File: config.mk
export PLATFORM = sky130hd
export DESIGN_NAME = clarvi_byte_sequencer
export DESIGN_NICKNAME = d
export VERILOG_FILES = /design/src/rtl/clarvi_byte_sequencer.sv
export SDC_FILE = /design/constraint.sdc
export NUM_CORES = 1
export LEC_CHECK = 0
export ABC_CLOCK_PERIOD_IN_PS = 5740
export CAP_MARGIN = 20
export CORE_ASPECT_RATIO = 0.75
export CORE_MARGIN = 4
export CORE_UTILIZATION = 40
export DETAILED_ROUTE_END_ITERATION = 6
export PLACE_DENSITY = 0.73
export SLEW_MARGIN = 0
export SYNTH_ARGS = -nofsm -noshare
export SYNTH_HDL_FRONTEND = slang
export SYNTH_SLANG_ARGS = --single-unit
File: constraint.sdc
create_clock -name clock -period 5.74 [get_ports clock]
set_clock_uncertainty 0.15 [all_clocks]
set_input_delay 0.574 -clock clock [delete_from_list [all_inputs] [get_ports clock]]
set_output_delay 0.574 -clock clock [all_outputs]
set_load 0.02 [all_outputs]
File: src/rtl/clarvi_byte_sequencer.sv
`default_nettype none
// +----------------------------------------------------------------------------+
// | clarvi_byte_sequencer                                                      |
// | Slices a 64-bit operation into eight byte parts for the byte-serial ALU,   |
// | assembles the returned bytes and hands the result to writeback.            |
// | Optional: CLARVI_SEQ_BYPASS_EN (DONE -> RUN with no IDLE bubble).          |
// | Revision: 1.0                                                              |
// +----------------------------------------------------------------------------+
module clarvi_byte_sequencer #(
  parameter int unsigned CLEAR_ON_ISSUE = 1
) (
  input  logic        clock,
  input  logic        reset,
  input  logic        stall,
  input  logic        issue_valid,
  output logic        issue_ready,
  input  logic [1:0]  issue_order,
  input  logic [63:0] issue_rs1,
  input  logic [63:0] issue_rs2,
  output logic        part_valid,
  output logic [2:0]  instr_part,
  output logic        part_first,
  output logic        part_last,
  output logic [7:0]  rs1_byte,
  output logic [7:0]  rs2_byte,
  input  logic [7:0]  alu_result,
  output logic [63:0] result,
  output logic        result_valid,
  input  logic        result_ready
);

  localparam logic [1:0] c_ST_IDLE = 2'd0;
  localparam logic [1:0] c_ST_RUN  = 2'd1;
  localparam logic [1:0] c_ST_DONE = 2'd2;

  logic [1:0]  r_state;
  logic [1:0]  w_state_next;
  logic [2:0]  r_step;
  logic [1:0]  r_order;
  logic [63:0] r_rs1;
  logic [63:0] r_rs2;
  logic [63:0] r_result;
  logic [2:0]  w_part;
  logic        w_issue_fire;

  assign w_issue_fire = issue_valid && issue_ready;

  // Byte index for the current step; reserved order 11 falls back to ascending.
  always_comb begin
    case (r_order)
      2'b01:   w_part = 3'd7 - r_step;
      2'b10:   w_part = {r_step[2], ~r_step[1:0]};
      default: w_part = r_step;
    endcase
  end

  always_ff @(posedge clock or negedge reset) begin
    if (!reset) begin
      r_state <= c_ST_IDLE;
    end else begin
      r_state <= w_state_next;
    end
  end

  always_comb begin
    w_state_next = r_state;
    case (r_state)
      c_ST_IDLE: begin
        if (issue_valid) w_state_next = c_ST_RUN;
      end
      c_ST_RUN: begin
        if (!stall && (r_step == 3'd7)) w_state_next = c_ST_DONE;
      end
      c_ST_DONE: begin
        if (result_ready) begin
`ifdef CLARVI_SEQ_BYPASS_EN
          w_state_next = issue_valid ? c_ST_RUN : c_ST_IDLE;
`else
          w_state_next = c_ST_IDLE;
`endif
        end
      end
      default: w_state_next = c_ST_IDLE;
    endcase
  end

  always_comb begin
    issue_ready  = 1'b0;
    part_valid   = 1'b0;
    instr_part   = 3'd0;
    part_first   = 1'b0;
    part_last    = 1'b0;
    result_valid = 1'b0;
    case (r_state)
      c_ST_IDLE: issue_ready = 1'b1;
      c_ST_RUN: begin
        part_valid = 1'b1;
        instr_part = w_part;
        part_first = (r_step == 3'd0);
        part_last  = (r_step == 3'd7);
      end
      c_ST_DONE: begin
        result_valid = 1'b1;
`ifdef CLARVI_SEQ_BYPASS_EN
        issue_ready  = result_ready;
`endif
      end
      default: ;
    endcase
  end

  // Operand latch, step counter and result assembly; stall freezes all of it in RUN.
  always_ff @(posedge clock or negedge reset) begin
    if (!reset) begin
      r_rs1    <= '0;
      r_rs2    <= '0;
      r_order  <= '0;
      r_step   <= '0;
      r_result <= '0;
    end else if (w_issue_fire) begin
      r_rs1   <= issue_rs1;
      r_rs2   <= issue_rs2;
      r_order <= issue_order;
      r_step  <= '0;
      if (CLEAR_ON_ISSUE != 0) r_result <= '0;
    end else if ((r_state == c_ST_RUN) && !stall) begin
      r_result[{instr_part, 3'b000} +: 8] <= alu_result;
      r_step <= r_step + 3'd1;
    end
  end

  assign rs1_byte = r_rs1[{instr_part, 3'b000} +: 8];
  assign rs2_byte = r_rs2[{instr_part, 3'b000} +: 8];
  assign result   = r_result;

endmodule
`default_nettype wire

# ---- Yosys cells after proc, flatten, opt, wreduce, memory -nomap -nowiden
# Cells that the tools add are included.
dict set report word_totals {
  reg_bits 199
  in_bits 143
  output_inout_bits 88
  wordCells 46
}
dict set report classes {
  addsub 3
  n_eq_ne 8
  n_shift 4
  mux 16
  bitwise 1
  n_reduce_logical 8
}
# operator count
set op_table {}
lappend op_table {{$mux W64} 2}
lappend op_table {{$shiftx A64 B7 Y8} 2}
lappend op_table {{$bwmux W64} 1}
lappend op_table {{$shift A8 B8 Y64 const A} 1}
lappend op_table {{$shiftx A8 B8 Y64} 1}
lappend op_table {{$mux W3} 3}
lappend op_table {{$neg A6 Y8} 1}
lappend op_table {{$mux W2} 3}
lappend op_table {{$ne A2 B2 Y1 const B} 3}
lappend op_table {{$pmux W2 S3} 1}
lappend op_table {{$pmux W3 S2} 1}
lappend op_table {{$mux W1} 5}
lappend op_table {{$eq A2 B1 Y1 const B} 2}
lappend op_table {{$eq A2 B2 Y1 const B} 2}
lappend op_table {{$add A3 B1 Y3 const B} 1}
lappend op_table {{$eq A3 B3 Y1 const B} 1}
lappend op_table {{$logic_and A1 B1 Y1} 3}
lappend op_table {{$logic_not A3 Y1} 1}
lappend op_table {{$reduce_and A3 Y1} 1}
lappend op_table {{$sub A3 B3 Y3 const A} 1}
lappend op_table {{$logic_not A2 Y1} 1}
lappend op_table {{$not A2 Y2} 1}
lappend op_table {{$reduce_bool A2 Y1} 1}
lappend op_table {{$logic_not A1 Y1} 1}

# ---- Longest topological paths before layout
# Gate-level depths: netlist (run 1).
dict set report logic_depth {
  ltp_word 8
  ltp_mapped 15
  depth_no_buf 13
}

# ---- Least setup slack after synthesis (run 1)
# Ideal clock, no wire load.
dict set report synth_timing {
  kind {flip-flop to flip-flop}
  startpoint {reg r_order[0]}
  endpoint {reg r_result[6], in the netlist result[6]}
  setup_ns 0.083
  arrival_time_ns 3.775
  t_required_ns 5.507
  setup_slack_ns 1.732
  stages_incl_launch_ff 16
  n_path_buf 2
  path_cell_list {dfrtp_1 inv_1 ha_1 o21bai_2 o21a_1 clkbuf_1 nor2_1 inv_1 ha_1 ha_1 nor4b_2 nand3b_1 a2111oi_4 buf_2 nand3_1 o21ai_0}
}
dict set report synth_between {
  elab_chain_len 8
  elab_cells_between_ends 10
  classes_between {add/sub (1); eq/ne (2); shift (2); mux (5)}
}
# element line
set synth_lines {}
lappend synth_lines {{start, declared} 39} ;# logic [1:0] r_order;
lappend synth_lines {{start signal, assigned} 123} ;# r_order <= issue_order;
lappend synth_lines {{$eq A2 B2 Y1 / $eq A2 B1 Y1 (equally long branches)} 50} ;# case (r_order)
lappend synth_lines {{$pmux W3 S2 (*)} 50}
lappend synth_lines {{$mux W3 (*)} 94} ;# case (r_state)
lappend synth_lines {{named net instr_part[0]} 21} ;# output logic [2:0] instr_part,
lappend synth_lines {{$neg A6 Y8 (*)} 127} ;# r_result[{instr_part, 3'b000} +: 8] <= alu_result;
lappend synth_lines {{$shiftx A8 B8 Y64 / $shift A8 B8 Y64 (equally long branches)} 127}
lappend synth_lines {{$bwmux W64 (*)} 127}
lappend synth_lines {{$mux W64 (*)} 126} ;# end else if ((r_state == c_ST_RUN) && !stall) begin
lappend synth_lines {{$mux W64 (*)} 120} ;# end else if (w_issue_fire) begin
lappend synth_lines {{end signal, assigned by index} 127}
lappend synth_lines {{end, declared} 42} ;# logic [63:0] r_result;
# Mark *: on every way through the listed nets, which the timed path passes. The rest lies on a longest branch. The select of a mux whose other input is x is not followed.
# A chain may end at the register's enable or synchronous reset.

# ---- Final worst setup path (run 1)
dict set report layout_timing {
  startpoint {reg r_state[1]}
  endpoint {out rs2_byte[4]}
}
dict set report layout_between {
  elab_chain_len 3
}
# element line
set layout_lines {}
lappend layout_lines {{start, declared} 36} ;# logic [1:0] r_state;
lappend layout_lines {{start signal, assigned} 59} ;# r_state <= c_ST_IDLE;
lappend layout_lines {{start signal, assigned} 61} ;# r_state <= w_state_next;
lappend layout_lines {{$eq A2 B1 Y1} 94}
lappend layout_lines {{$mux W3} 94}
lappend layout_lines {{$shiftx A64 B7 Y8} 133} ;# assign rs2_byte = r_rs2[{instr_part, 3'b000} +: 8];
lappend layout_lines {{end, declared} 25} ;# output logic [7:0] rs2_byte,
# Every way passes these cells.

==> results of run 1 <==
==> cell families (layout without fill, tap and decap cells) <==
| family | after synthesis | count (layout) | synth area share [%] |
|---|---|---|---|
| AND/OR/NAND/NOR | 600 | 600 | 26.30 |
| AO/OA/AOI/OAI | 222 | 222 | 14.81 |
| flip-flops | 199 | 199 | 53.16 |
| buffers and inverters | 85 | 287 | 3.820 |
| adder cells (fa/ha/maj) | 10 | 10 | 1.336 |
| multiplexers | 4 | 4 | 0.5743 |
==> final cells by class <==
cell class	instances	area (um^2)	area share (%)
clock buffer	17	425.4	3.392
clock inverter	15	212.7	1.696
inverter	9	36.28	0.2893
multi-input combinational	836	4054	32.33
sequential	199	4980	39.71
tap	300	375.4	2.993
timing repair buffer	246	2457	19.59
==> routing by layer <==
layer	global-route usage, %	vias to the layer above	wire, um
li1	-	4101	-
met1	33.59	4171	13570
met2	33.36	337	13160
met3	5.841	30	2473
met4	5.019	2	388
met5	0	-	13
==> critical path, cell delays in order, from the launching register on <==
cell and delay, ps:
dfrtp_1 460, nand2b_1 540, o31ai_4 690, inv_4 140
nand2_1 530, o22ai_1 180, a221oi_1 320, clkdlybuf4s50_1 680
==> Yosys cell counts, types with 3 or more instances <==
cell,count
nand2b_1,4
a22oi_1,7
and3_1,3
nor3b_1,5
nand3_2,4
ha_1,10
nand2_1,508
a22o_1,3
nand3_1,23
o21ai_2,7
dfrtp_1,199
o21ai_1,7
nor2b_1,3
nor2_1,11
clkbuf_2,4
o211ai_1,4
o21ai_0,82
clkbuf_1,54
inv_1,6
a21oi_1,46
a221oi_1,8
o22ai_1,38
buf_2,7
buf_1,7
o221ai_1,7
or3_1,30
==> power breakdown <==
part | internal, mW | switching [mW]
Combinational | 1.65 | 2.70
Clock | 0.709 | 0.586
Sequential | 1.95 | 0.318
==> state kept, by name (all words and copies together) (netlist names) <==
name     cells
r_rs1       64
r_order      2
result      64
r_state      2
r_rs2       64
r_step       3
==> worst paths after layout <==
check                      startpoint           to  slack (ps)  cells after the start
setup reg to reg           r_state[1]   result[20]        1290                     10
hold reg to reg             r_rs2[25]    r_rs2[25]         320                      2
setup / recovery           r_state[1]  rs2_byte[4]        1050                      7
max in group asynchronous       reset     r_rs2[9]        4100                      2
hold / removal                  reset   result[57]           9                      1
min in group clock          r_rs2[25]    r_rs2[25]         320                      2
==> metrics by stage <==
| step | setup slack, ps | area [um^2] | total power, mW |
|---|---|---|---|
| floorplan | 1732 | 9368 | 4.884 |
| global placement | 1504 | 11850 | 6.511 |
| detailed placement | 1353 | 11880 | 6.583 |
| CTS | 1009 | 12510 | 7.902 |
| global route | 741.1 | 12540 | 8.461 |
| finish | 1053 | 12540 | 7.918 |
==> metrics.md, run 1 <==
| Metric | Value |
|---|---|
| Status | `completed` |
| Worst hold path class | `in -> async` |
| CTS max path bufs | `2` |
| Port-buffer cells | `between 200 and 250` |
| Worst Path Required | `5020 ps` |
| EDFF count, synth | `0` |
| Post-synthesis sequential area ratio | `53.16%` |
| Number of fill cells | `2,055` |
| Die H | `140.5 um` |
| Post-synth top flop | `dfrtp_1` |
| Synthesis-stage register bit count | `199` |
| Synth area leaders | `dfrtp_1 53%, nand2_1 20%, o21ai_0 4.4%` |
| Ports | `around 230` |
| Total length of routed wires | `29,610 um` |
| Number of DRC markers in iteration 0 | `953` |
| Final #Nets | `around 1,500` |
| Vias/cell | `between 5 and 6` |
| # setup viols final | `0` |
| Final period demand of the worst path | `4687 ps` |
| # resized after CTS | `0` |
| H-tree depth | `4` |
| Synth cell types | `49` |
| Finished Layout Cells | `about 1,600` |
| Commonest cells after routing, fill and taps aside | `507 x nand2_1, 229 x clkdlybuf4s50_1, 199 x dfrtp_1` |
| Period utilisation layout | `81.66%` |
| CTS tree | `built` |
| # rows | `48` |
| DR pass1 iterations | `5` |
| Fin. Hold Viols | `0` |
| Remaining DRCs | `0` |
| Max frequency | `213.3 MHz` |
| Synth top area share | `~53%` |
| Rel. slew slack | `around 31%` |
| Synth area leader | `dfrtp_1` |
| P_leak | `5.786 nW` |
| CP Capture Type | `output pin` |
| Number of antenna violations at the first check in global routing | `1` |
| Global route total overflow | `0` |
| Maximum resistive drop on vdd | `734.6 uV` |
| P per Cell Area | `631.3 nW/um^2` |
| Layout cells sized above 1 | `5.749%` |
| WS Path Type | `reg -> out` |
| Hold-fix buffer count after cts | `0` |
| Final Util | `54.52%` |
| Synth Instances | `1,120` |
| Total clock sinks | `just under 200` |
| Clk slew on worst S/H paths | `80 ps` |
| Number of max-cap violations | `0` |
| Worst hold slack | `9.032 ps` |
| Syn_nets | `1,273` |
| Routed len/inst | `18.25 um` |
| Synthesized cell area | `9368 um^2` |
| Die area | `25,960 um^2` |
| Share of flip-flops with an asynchronous set or reset | `100.0%` |
| Core ar. | `23,000 um^2` |
| Num CTS Buffers | `17` |
| CTS root buf | `clkbuf_16` |
| Unrepaired setup endpoints after global routing | `false` |
| Antenna Nets Post-Route | `0` |
| Global-route wire length before repair | `46,780 um` |
| Die width | `184.7 um` |
| Worst EP arrival | `3960 ps` |
| Syn_area_per_cell | `roughly 8.4 um^2` |
| Total Routing Usage GR | `a little under a quarter` |
| Crit Path Max Fanout | `20` |
| Slew @ Worst Pin | `~1000 ps` |
| CP startpoint kind | `flop` |
| Starting Density | `40.73%` |
| Layout overhead on the synthesized area | `33.87%` |
| Routability congestion estimate | `0.8900` |
| Clock Latency Late Sink | `420 ps` |
| Slew Viols, Final | `0` |
| Vias | `8,641` |
| Syn. warnings | `0` |
| Fin Setup TNS | `0 ps` |
| Pin count of the biggest net entering global routing | `88` |
| Dpl cells | `1,588` |
| Hpwl dp | `20,610 um` |
| Number of global-route vias before repair | `8,567` |
| Setup bufs post-CTS | `0` |
| Number of diodes | `0` |
| Commonest non-fill, non-tap cell in the layout | `nand2_1` |
Power figures use the tool's default switching activity.
==> inputs of run 2 (changes only) <==
--- a/config.mk
+++ b/config.mk
@@ -5,13 +5,13 @@
 export SDC_FILE = /design/constraint.sdc
 export NUM_CORES = 1
 export LEC_CHECK = 0
-export ABC_CLOCK_PERIOD_IN_PS = 5740
+export ABC_CLOCK_PERIOD_IN_PS = 4200
 export CAP_MARGIN = 20
 export CORE_ASPECT_RATIO = 0.75
 export CORE_MARGIN = 4
 export CORE_UTILIZATION = 40
 export DETAILED_ROUTE_END_ITERATION = 6
-export PLACE_DENSITY = 0.73
+export PLACE_DENSITY = 0.76
 export SLEW_MARGIN = 0
 export SYNTH_ARGS = -nofsm -noshare
 export SYNTH_HDL_FRONTEND = slang
==> constraint.sdc (replaced) <==
create_clock -name clock -period 4.2 [get_ports clock]
set_clock_uncertainty 0.15 [all_clocks]
set_input_delay 0.42 -clock clock [delete_from_list [all_inputs] [get_ports clock]]
set_output_delay 0.42 -clock clock [all_outputs]
set_load 0.02 [all_outputs]
==> run 2 against run 1 <==
Against the previous run: die area unchanged; largest power group unchanged; critical endpoint is now rs2_byte[2]; final cell count rose by 0.49%; combinational power up 39%; power is 36% higher; worst setup slack got worse by 920 ps; sequential cell count stayed put; register-to-register slack lost 930 ps.
==> metrics.md, run 2 (synthesized netlist as in run 1, its figures left out) <==
| Metric | Value |
|---|---|
| Status | `completed` |
| Commonest cells after routing, fill and taps aside | `505 x nand2_1, 229 x clkdlybuf4s50_1, 199 x dfrtp_1` |
| Routability congestion estimate | `~0.86` |
| CP Capture Type | `output pin` |
| CTS max path bufs | `2` |
| Die width | `184.7 um` |
| Starting Density | `40.73%` |
| Number of global-route vias before repair | `8,392` |
| # rows | `48` |
| Fin Setup TNS | `0 ps` |
| P per Cell Area | `856.1 nW/um^2` |
| Routed len/inst | `approximately 18 um` |
| Global route total overflow | `0` |
| CTS root buf | `clkbuf_16` |
| Number of DRC markers in iteration 0 | `1,031` |
| Rel. slew slack | `43.96%` |
| Global-route wire length before repair | `roughly 47,000 um` |
| Commonest non-fill, non-tap cell in the layout | `nand2_1` |
| H-tree depth | `4` |
| Total clock sinks | `199` |
| # setup viols final | `0` |
| Max frequency | `246.0 MHz` |
| Number of diodes | `0` |
| Number of antenna violations at the first check in global routing | `2` |
| Number of max-cap violations | `0` |
| CTS tree | `built` |
| Unrepaired setup endpoints after global routing | `false` |
| Total length of routed wires | `~30,000 um` |
| WS Path Type | `reg -> out` |
| Slew Viols, Final | `0` |
| Final period demand of the worst path | `4064 ps` |
| Maximum resistive drop on vdd | `slightly below 700 uV` |
| Final #Nets | `1,470` |
| Remaining DRCs | `0` |
| Crit Path Max Fanout | `9` |
| Slew @ Worst Pin | `837.5 ps` |
| Layout overhead on the synthesized area | `34.09%` |
| Core ar. | `23,000 um^2` |
| Worst EP arrival | `about 3500 ps` |
| Layout cells sized above 1 | `6.541%` |
| Vias/cell | `5.309` |
| Worst hold slack | `319.1 ps` |
| Antenna Nets Post-Route | `0` |
| Total Routing Usage GR | `22.78%` |
| Fin. Hold Viols | `0` |
| Hpwl dp | `20,850 um` |
| DR pass1 iterations | `5` |
| Worst Path Required | `3630 ps` |
| P_leak | `5.795 nW` |
| Worst hold path class | `reg -> reg` |
| Period utilisation layout | `96.77%` |
| Die H | `140.5 um` |
| Pin count of the biggest net entering global routing | `98` |
| Clk slew on worst S/H paths | `70 ps` |
| Vias | `around 8,700` |
| Ports | `231` |
| Port-buffer cells | `230` |
| Num CTS Buffers | `17` |
| CP startpoint kind | `flop` |
| Die area | `25,960 um^2` |
| Clock Latency Late Sink | `420 ps` |
run 2: layout make-up:
| cell class | count | area [um^2] |
|---|---|---|
| multi-input combinational | 836 | 4068 |
| clock inverter | 13 | 112.6 |
| inverter | 9 | 36.28 |
| sequential | 199 | 4980 |
| fill | 2078 | 10440 |
| tap | 300 | 375.4 |
| timing repair buffer | 254 | 2536 |
| clock buffer | 19 | 452.9 |
run 2: per-layer routing:
metal / wire length [um] / share of wire, % / global-route usage [%] / vias up
li1: - / - / - / 4117
met3: 2565 / 8.5 / 6.282 / 38
met4: 423 / 1.4 / 5.483 / 4
met2: 13330 / 44 / 33.99 / 382
met5: 33 / 0.11 / 0 / -
met1: 13720 / 46 / 33.16 / 4113
run 2: power breakdown:
group / internal (mW) / total [mW] / switching, mW
registers: 2.67 / 3.11 / 0.446
logic: 2.33 / 6.06 / 3.73
clock network: 0.810 / 1.59 / 0.776
total: 5.81 / 10.8 / 4.95
run 2: final timing paths:
kind | start | to | slack [ps] | depth (start not counted)
setup / recovery | r_order[0] | rs2_byte[2] | 140 | 9
hold / removal | r_rs1[16] | r_rs1[16] | 320 | 2
setup reg to reg | r_order[0] | result[50] | 360 | 13
hold reg to reg | r_rs1[16] | r_rs1[16] | 320 | 2
max in group asynchronous | reset | r_rs2[47] | 2480 | 3
min in group asynchronous | reset | result[61] | 470 | 2
run 2: per-stage QoR:
step	power, mW	instances	cell area [um^2]	worst slack (ps)	util (%)
floorplan	6.674	1120	9368	192.2	-
global placement	8.992	1597	11960	533.5	52.00
detailed placement	9.080	1597	11960	440.3	52.00
CTS	10.71	1630	12540	42.29	54.50
global route	11.47	1630	12560	1.239	54.61
finish	10.75	1630	12560	135.7	54.61
run 2: worst max-delay path: stages (launching register included):
cell and delay (ps):
dfrtp_1 360, inv_1 60, ha_1 360, nor3b_1 370, o21ai_4 90, buf_4 180, nor2_1 560, a22oi_1 260
o221ai_1 170, clkdlybuf4s50_1 670
run 2: repair_timing:
action                                 CTS  global route
gates resized for setup                  0             7
setup endpoints to repair                0            10
endpoints found under the hold margin   95             0
buffers inserted                         0             0
hold buffers                             1             0
